**src/rtl/serial_master_port.sv**
```systemverilog
// Purpose: bus master port; arbitrates, serialises the header, then moves write/read beats bit-serially, LSB first.
// Latency: 1 ARB cycle minimum, H header cycles, then DATA_LEN cycles per write beat or DATA_LEN valid bits per read beat.
// Backpressure: one request at a time (req_ready only when idle); per-beat stall on slave_ready/wr_valid/slave_valid, aborted by timeout.
module serial_master_port #(
  parameter int SLAVE_LEN = 2,
  parameter int ADDR_LEN  = 12,
  parameter int DATA_LEN  = 8,
  parameter int BURST_LEN = 12,
  parameter int TIMEOUT   = 255
) (
  input  logic                 clk,
  input  logic                 reset,
  input  logic                 req_valid,
  output logic                 req_ready,
  input  logic                 req_write,
  input  logic [SLAVE_LEN-1:0] req_slave,
  input  logic [ADDR_LEN-1:0]  req_addr,
  input  logic [BURST_LEN-1:0] req_burst,
  input  logic [DATA_LEN-1:0]  wr_data,
  input  logic                 wr_valid,
  output logic                 wr_ready,
  output logic [DATA_LEN-1:0]  rd_data,
  output logic                 rd_valid,
  output logic                 done,
  output logic                 err,
  output logic                 approval_request,
  input  logic                 approval_grant,
  input  logic                 busy,
  output logic                 tx_slave_select,
  output logic                 tx_address,
  output logic                 tx_burst_number,
  output logic                 tx_data,
  output logic                 write_en,
  output logic                 read_en,
  output logic                 master_valid,
  output logic                 master_ready,
  input  logic                 slave_ready,
  input  logic                 slave_valid,
  input  logic                 rx_data
);

  // Header length is the widest of the three serial fields.
  localparam int HMAX = (SLAVE_LEN > ADDR_LEN) ? SLAVE_LEN : ADDR_LEN;
  localparam int H    = (HMAX > BURST_LEN) ? HMAX : BURST_LEN;
  localparam int HW   = $clog2(H + 1);
  localparam int DW   = $clog2(DATA_LEN + 1);
  localparam int TW   = $clog2(TIMEOUT + 1);

  typedef enum logic [2:0] {
    S_IDLE, S_ARB, S_HDR, S_BEAT_WAIT, S_WSHIFT, S_RSHIFT, S_FIN, S_ABORT
  } state_t;

  state_t               state_q, state_d;
  logic                 write_q, write_d;
  logic [SLAVE_LEN-1:0] sel_sh_q, sel_sh_d;
  logic [ADDR_LEN-1:0]  addr_sh_q, addr_sh_d;
  logic [BURST_LEN-1:0] burst_sh_q, burst_sh_d;
  logic [BURST_LEN-1:0] beats_q, beats_d;
  logic [HW-1:0]        hdr_cnt_q, hdr_cnt_d;
  logic [DW-1:0]        bit_cnt_q, bit_cnt_d;
  logic [DATA_LEN-1:0]  data_sh_q, data_sh_d;
  logic [TW-1:0]        to_cnt_q, to_cnt_d;
  logic [DATA_LEN-1:0]  rd_data_q, rd_data_d;
  logic                 rd_valid_q, rd_valid_d;

  // State and datapath registers; reset returns everything to idle immediately.
  always_ff @(posedge clk or negedge reset) begin
    if (!reset) begin
      state_q    <= S_IDLE;
      write_q    <= 1'b0;
      sel_sh_q   <= '0;
      addr_sh_q  <= '0;
      burst_sh_q <= '0;
      beats_q    <= '0;
      hdr_cnt_q  <= '0;
      bit_cnt_q  <= '0;
      data_sh_q  <= '0;
      to_cnt_q   <= '0;
      rd_data_q  <= '0;
      rd_valid_q <= 1'b0;
    end else begin
      state_q    <= state_d;
      write_q    <= write_d;
      sel_sh_q   <= sel_sh_d;
      addr_sh_q  <= addr_sh_d;
      burst_sh_q <= burst_sh_d;
      beats_q    <= beats_d;
      hdr_cnt_q  <= hdr_cnt_d;
      bit_cnt_q  <= bit_cnt_d;
      data_sh_q  <= data_sh_d;
      to_cnt_q   <= to_cnt_d;
      rd_data_q  <= rd_data_d;
      rd_valid_q <= rd_valid_d;
    end
  end

  // Next-state and output decode; grant loss overrides any progress in HDR..RSHIFT.
  always_comb begin
    logic [DATA_LEN-1:0] rx_shift;
    state_d    = state_q;
    write_d    = write_q;
    sel_sh_d   = sel_sh_q;
    addr_sh_d  = addr_sh_q;
    burst_sh_d = burst_sh_q;
    beats_d    = beats_q;
    hdr_cnt_d  = hdr_cnt_q;
    bit_cnt_d  = bit_cnt_q;
    data_sh_d  = data_sh_q;
    to_cnt_d   = to_cnt_q;
    rd_data_d  = rd_data_q;
    rd_valid_d = 1'b0;
    rx_shift   = data_sh_q >> 1;
    rx_shift[DATA_LEN-1] = rx_data;

    req_ready       = 1'b0;
    wr_ready        = 1'b0;
    done            = 1'b0;
    err             = 1'b0;
    master_valid    = 1'b0;
    master_ready    = 1'b0;
    tx_slave_select = 1'b0;
    tx_address      = 1'b0;
    tx_burst_number = 1'b0;
    tx_data         = 1'b0;
    approval_request = (state_q != S_IDLE);
    write_en = write_q && (state_q inside {S_HDR, S_BEAT_WAIT, S_WSHIFT, S_RSHIFT, S_FIN, S_ABORT});
    read_en  = !write_q && (state_q inside {S_HDR, S_BEAT_WAIT, S_WSHIFT, S_RSHIFT, S_FIN, S_ABORT});

    case (state_q)
      S_IDLE: begin
        req_ready = 1'b1;
        to_cnt_d  = '0;
        hdr_cnt_d = '0;
        bit_cnt_d = '0;
        if (req_valid) begin
          write_d    = req_write;
          sel_sh_d   = req_slave;
          addr_sh_d  = req_addr;
          burst_sh_d = req_burst;
          // A zero burst count still moves one beat.
          beats_d    = (req_burst == '0) ? BURST_LEN'(1) : req_burst;
          state_d    = S_ARB;
        end
      end
      S_ARB: begin
        if (approval_grant && !busy) state_d = S_HDR;
      end
      S_HDR: begin
        master_valid    = 1'b1;
        tx_slave_select = sel_sh_q[0];
        tx_address      = addr_sh_q[0];
        tx_burst_number = burst_sh_q[0];
        // Shifting in zeros makes exhausted fields drive 0.
        sel_sh_d   = sel_sh_q >> 1;
        addr_sh_d  = addr_sh_q >> 1;
        burst_sh_d = burst_sh_q >> 1;
        hdr_cnt_d  = hdr_cnt_q + HW'(1);
        if (!approval_grant)                state_d = S_ABORT;
        else if (hdr_cnt_q == HW'(H - 1))   state_d = S_BEAT_WAIT;
      end
      S_BEAT_WAIT: begin
        if (write_q) begin
          wr_ready = slave_ready && approval_grant;
          if (!approval_grant) begin
            state_d = S_ABORT;
          end else if (wr_valid && slave_ready) begin
            data_sh_d = wr_data;
            bit_cnt_d = '0;
            to_cnt_d  = '0;
            state_d   = S_WSHIFT;
          end else if (to_cnt_q == TW'(TIMEOUT - 1)) begin
            state_d = S_ABORT;
          end else begin
            to_cnt_d = to_cnt_q + TW'(1);
          end
        end else begin
          bit_cnt_d = '0;
          to_cnt_d  = '0;
          state_d   = approval_grant ? S_RSHIFT : S_ABORT;
        end
      end
      S_WSHIFT: begin
        master_valid = 1'b1;
        tx_data      = data_sh_q[0];
        data_sh_d    = data_sh_q >> 1;
        bit_cnt_d    = bit_cnt_q + DW'(1);
        if (!approval_grant) begin
          state_d = S_ABORT;
        end else if (bit_cnt_q == DW'(DATA_LEN - 1)) begin
          bit_cnt_d = '0;
          beats_d   = beats_q - BURST_LEN'(1);
          state_d   = (beats_q == BURST_LEN'(1)) ? S_FIN : S_BEAT_WAIT;
        end
      end
      S_RSHIFT: begin
        master_ready = 1'b1;
        if (!approval_grant) begin
          state_d = S_ABORT;
        end else if (slave_valid) begin
          to_cnt_d  = '0;
          data_sh_d = rx_shift;
          bit_cnt_d = bit_cnt_q + DW'(1);
          if (bit_cnt_q == DW'(DATA_LEN - 1)) begin
            bit_cnt_d  = '0;
            rd_data_d  = rx_shift;
            rd_valid_d = 1'b1;
            beats_d    = beats_q - BURST_LEN'(1);
            state_d    = (beats_q == BURST_LEN'(1)) ? S_FIN : S_RSHIFT;
          end
        end else if (to_cnt_q == TW'(TIMEOUT - 1)) begin
          state_d = S_ABORT;
        end else begin
          to_cnt_d = to_cnt_q + TW'(1);
        end
      end
      S_FIN: begin
        done    = 1'b1;
        state_d = S_IDLE;
      end
      S_ABORT: begin
        err     = 1'b1;
        state_d = S_IDLE;
      end
      default: state_d = S_IDLE;
    endcase
  end

  assign rd_data  = rd_data_q;
  assign rd_valid = rd_valid_q;

endmodule

```
**config.mk**
```make
export PLATFORM = sky130hd
export DESIGN_NAME = serial_master_port
export DESIGN_NICKNAME = d
export VERILOG_FILES = /design/src/rtl/serial_master_port.sv
export SDC_FILE = /design/constraint.sdc
export NUM_CORES = 1
export LEC_CHECK = 0
export BUFFER_PORTS_ARGS = -buffer_cell sky130_fd_sc_hd__buf_2
export CORE_ASPECT_RATIO = 1.1
export CORE_UTILIZATION = 28
export CTS_CLUSTER_SIZE = 8
export DETAILED_ROUTE_END_ITERATION = 8
export PLACE_DENSITY_LB_ADDON = 0.08
export SYNTH_ARGS = -nofsm -noshare
export SYNTH_HDL_FRONTEND = slang
export SYNTH_SLANG_ARGS = --single-unit
export TNS_END_PERCENT = 100
```
**constraint.sdc**
```tcl
create_clock -name clk -period 1.9 [get_ports clk]
set_clock_uncertainty 0.05 [all_clocks]
set_input_delay 0.38 -clock clk [delete_from_list [all_inputs] [get_ports clk]]
set_output_delay 0.38 -clock clk [all_outputs]
set_load 0.02 [all_outputs]
```
# Word level (Yosys, flattened, before mapping)
# Cells that the tools add are included.
# word_totals
ff_bits	75
latch_bits	0
ramBits	0
romBits	0
output_inout_bits	22
word_cells	133
mem_count	0
# classes
add_sub_neg	4
multipliers	0
div_mod_pow	0
magnitude_cmp	0
n_eq_ne	24
shift	0
muxes	67
bitwise_logic	0
n_reduce_logical	26
# ops
op	count
$mux 12	8
$mux 8	11
$pmux 12 s2	2
$pmux 8 s3	2
$mux 3	14
$pmux 12 s3	1
$mux 4	7
$pmux 3 s7	1
$pmux 4 s4	1
$mux 1	15
$reduce_and 5->1	3
$ne 2x2->1 const B	7
$eq 12x1->1 const B	1
$eq 3x3->1 const B	4
$logic_not 12->1	1
$reduce_bool 3->1	4
$sub 12x1->12 const B	1
$ne 3x2->1 const B	3
$add 4x1->4 const B	2
$add 8x1->8 const B	1
$eq 8x8->1 const B	1
$pmux 4 s2	1
$eq 3x2->1 const B	2
$mux 2	3
other kinds (18)	25

# Depth between registers and ports, before layout
# depth
word_depth	6
ltp_mapped	8
depth_no_buf	7

# Worst setup path after synthesis
# Ideal clock, no wire load.
# synth_path
path_kind	reg-to-output
from	reg state_q[0]
to	out approval_request
arrival_ns	1.600
path_slack_ns	-0.130
path_stages_with_launch	6
cell_sequence	dfrtp_1 > clkbuf_1 > or2_2 > clkbuf_1 > nor2_1 > inv_1
# synth_via
elab_chain_len	1
# synth_lines
element	line_no	rtl
start: declaration	53	state_t state_q, state_d;
start signal: assignment	82	state_q <= state_d;
$reduce_bool 3->1	125	approval_request = (state_q != S_IDLE);
end: declaration	26	output logic approval_request,
# No other way between the ends.

# Final worst setup path
# layout_path
from	reg state_q[0]
to	out tx_address
# layout_via
elab_chain_len	2
# layout_lines
element	line_no	rtl
$eq 3x2->1	129	case (state_q)
$mux 1	129	
end: declaration	30	output logic tx_address,
# No other way between the ends.

==> flow_summary.ini <==
[final_layout]
regArea_sq_um = 1879
nNetsFinal = 614
final_cells = 756
multi_input_area_sq_um = 2063
fin_util = 0.3924
finalInstanceArea_sq_um = 5456
antennaDiodeCount = 0
area_delta_synth_final_pct = 35.77
fill_cells = 1458
drive_gt1_frac = 0.3239

[detailed_routing]
drtIter0Drc = 238
remaining_drc_errors = 0
drt_pre_antenna_iters = 4
routed_wl_microns = 11200
wl_per_cell_microns = 14.82
vias = 3667
ant_nets = 0
vias_per_cell = 4.851

[placement]
portBuffers = 65
dp_worst_setup_slack_ns = 0.02011
hpwl_microns = 7919
placed_area_sq_um = 4901
dp_cells = 723
place_congestion = 0.7550

[logic_synthesis]
synth_most_common_cell = dfrtp_1
synthArstFlopShare = 1.000
synth_cell_types = 54
ys_ff_latch = 75
yosysSeqAreaShare = 0.4670
yosys_warnings = 0
synth.area.top_cells = dfrtp_1, nand2_1, mux2i_1, o21ai_0, nor2_1
synth_commonest_cells = dfrtp_1, nand2_1, o21ai_0
synth_top_area_cell = dfrtp_1
postSynthAreaPerCell_sq_um = 8.951
yosysTopAreaCellShare = 0.4670
netlist_instances = 449
synth_nets = 499
synth_edf_count = 0
synth_area_sq_um = 4019
synth_flop_cell = dfrtp_1

[sta]
slew_violations = 0
finalHoldViolations = 0
worst_slack_ns = -0.06594
worstMarginPinSlew_ns = 0.5472
hold_slack_ns = 0.1919
period_needed_ns = 1.966
post-route-period-util = 1.035
rsz0062_at_grt = true
clock.fmax_mhz = 508.7
fin_setup_tns_ns = -0.2156
setup_viol = 6
timing.slew.headroom = 0.6352

[critical_path]
critical_path_required_ns = 1.47
crit_chain = buf_6 > nor3b_4 > and2_1 > buf_6
worstRegToRegCells = 5
reg2reg_to = state_q[1]
critPathSlowestCell = dfrtp_2
cp_slowest_stage_delay_ns = 0.44
crit_path_start = state_q[0]
crit_path_start_kind = register
arrival_ns = 1.54
cpMostUsedCell = buf_6
worst-setup-path-type = reg -> out
cp-end-kind = primary output
reg2reg_from = beats_q[5]
worstPathMaxFanout = 5
r2r_slack_ns = 0.05

[global_routing]
grt_pass1_wl_microns = 18500
antenna_found_initial = 0
grt_max_degree = 37
grt_pass1_vias = 3544
grt_overflow = 0
grtUsageTotal = 0.1627

[cts]
path_clk_slew_ns = 0.06
insertion_delay_ns = 0.34
root_buffer = clkbuf_16
htreeDepth = 3
clk_path_buf_depth = 2
cts.sinks = 75
tritoncts = built
cts_made_buffers = 9

[pwr]
vdd_ir_drop_max_mv = 0.6586
power.leakage_nw = 2.437
finalPower_mw = 8.173
p_per_area_nw_per_um2 = 1498

[min_path]
hold_depth = 3
hold_path_class = in -> reg
min_from = req_slave[1]
holdPathEnd = sel_sh_q[1]

[floorplan]
die_w_microns = 116.2
num_io_pins = 66
num_rows = 45
dieArea_sq_um = 14840
die_h_microns = 127.7
start_util = 0.2890
design.core.area_sq_um = 13910

[outcome]
status = finished with violations
failed_checks = negative setup slack

[flow_run]
max_cap_viol_count = 0
-- routing by layer --
metal  GRT usage  up-vias  share of wire  wire length, microns
li1            -     1836              -                     -
met1      0.2336     1744           0.51                  5672
met2      0.2384       75           0.45                  4998
met3     0.03121       12          0.034                   379
met4     0.06410        0          0.013                   151
met5           0        -              0                     0
-- power breakdown --
| group | switching [mW] | internal [mW] | leakage (nW) |
|---|---|---|---|
| clock network | 0.661 | 0.913 | 0.126 |
| logic | 2.06 | 1.89 | 1.37 |
| registers | 0.442 | 2.20 | 0.940 |
-- placed cells by master (no fill, tap or decap), drive strengths merged, types with 2 or more instances in the layout --
master / n
nand3: 21
nand3b: 5
a21oi: 20
o22a: 7
and2: 3
nor3: 10
nor2: 38
a22o: 2
o21ai: 45
a2bb2oi: 2
a211oi: 2
nor4: 5
a21o: 3
and3: 4
o22ai: 4
ha: 6
nand2b: 5
buf: 131
mux2i: 23
or4: 2
nor2b: 5
a31oi: 14
clkbuf: 13
o211ai: 2
dfrtp: 75
or2: 2
mux2: 9
nor3b: 2
a22oi: 3
nand2: 73
nand4: 3
inv: 12
-- flip-flops by register name (all words and copies together) (netlist names) --
register	count
write_q	1
addr_sh_q	12
bit_cnt_q	4
data_sh_q	8
rd_valid	1
burst_sh_q	12
rd_data	8
sel_sh_q	2
beats_q	12
state_q	3
to_cnt_q	8
hdr_cnt_q	4
-- logic make-up (layout without fill, tap and decap cells) --
kind of cell,Yosys count,in the layout,share of synthesized area
simple gates,181,181,0.2142
compound gates,115,115,0.1778
flops,75,75,0.4670
buf+inv,40,159,0.03985
mux,32,32,0.08250
fa+ha+maj,6,6,0.01868
-- layout make-up --
class / count / area share
clock buffers: 13 / 0.04586
multi-input cells: 334 / 0.3781
inverters: 12 / 0.008714
repair buffers: 132 / 0.1775
flip-flops and latches: 75 / 0.3444
clock inverters: 2 / 0.002293
well taps: 188 / 0.04311
-- worst max-delay path by stage --
stage,slack [ns],depth (start not counted),end
finish,-0.07,4,tx_address
global route,-0.14,4,tx_address
CTS,-0.06,5,approval_request
detailed placement,0.02,5,state_q[1]
global placement,0.01,6,to_cnt_q[2]
floorplan,0.02,5,state_q[1]
-- critical path, delay by kind of cell (launching register included) --
family	cells	cell delay [ns]
buffers and inverters	2	0.25
flip-flops	1	0.44
AND/OR/NAND/NOR	2	0.51
-- timing repair --
item,CTS,global route
pin swaps,5,10
setup endpoints to repair,9,27
endpoints found under the hold margin,20,0
setup buffers,13,5
hold buffers,1,0
cloned,0,0
gates resized for setup,27,22
(Power assumes the default switching activity.)
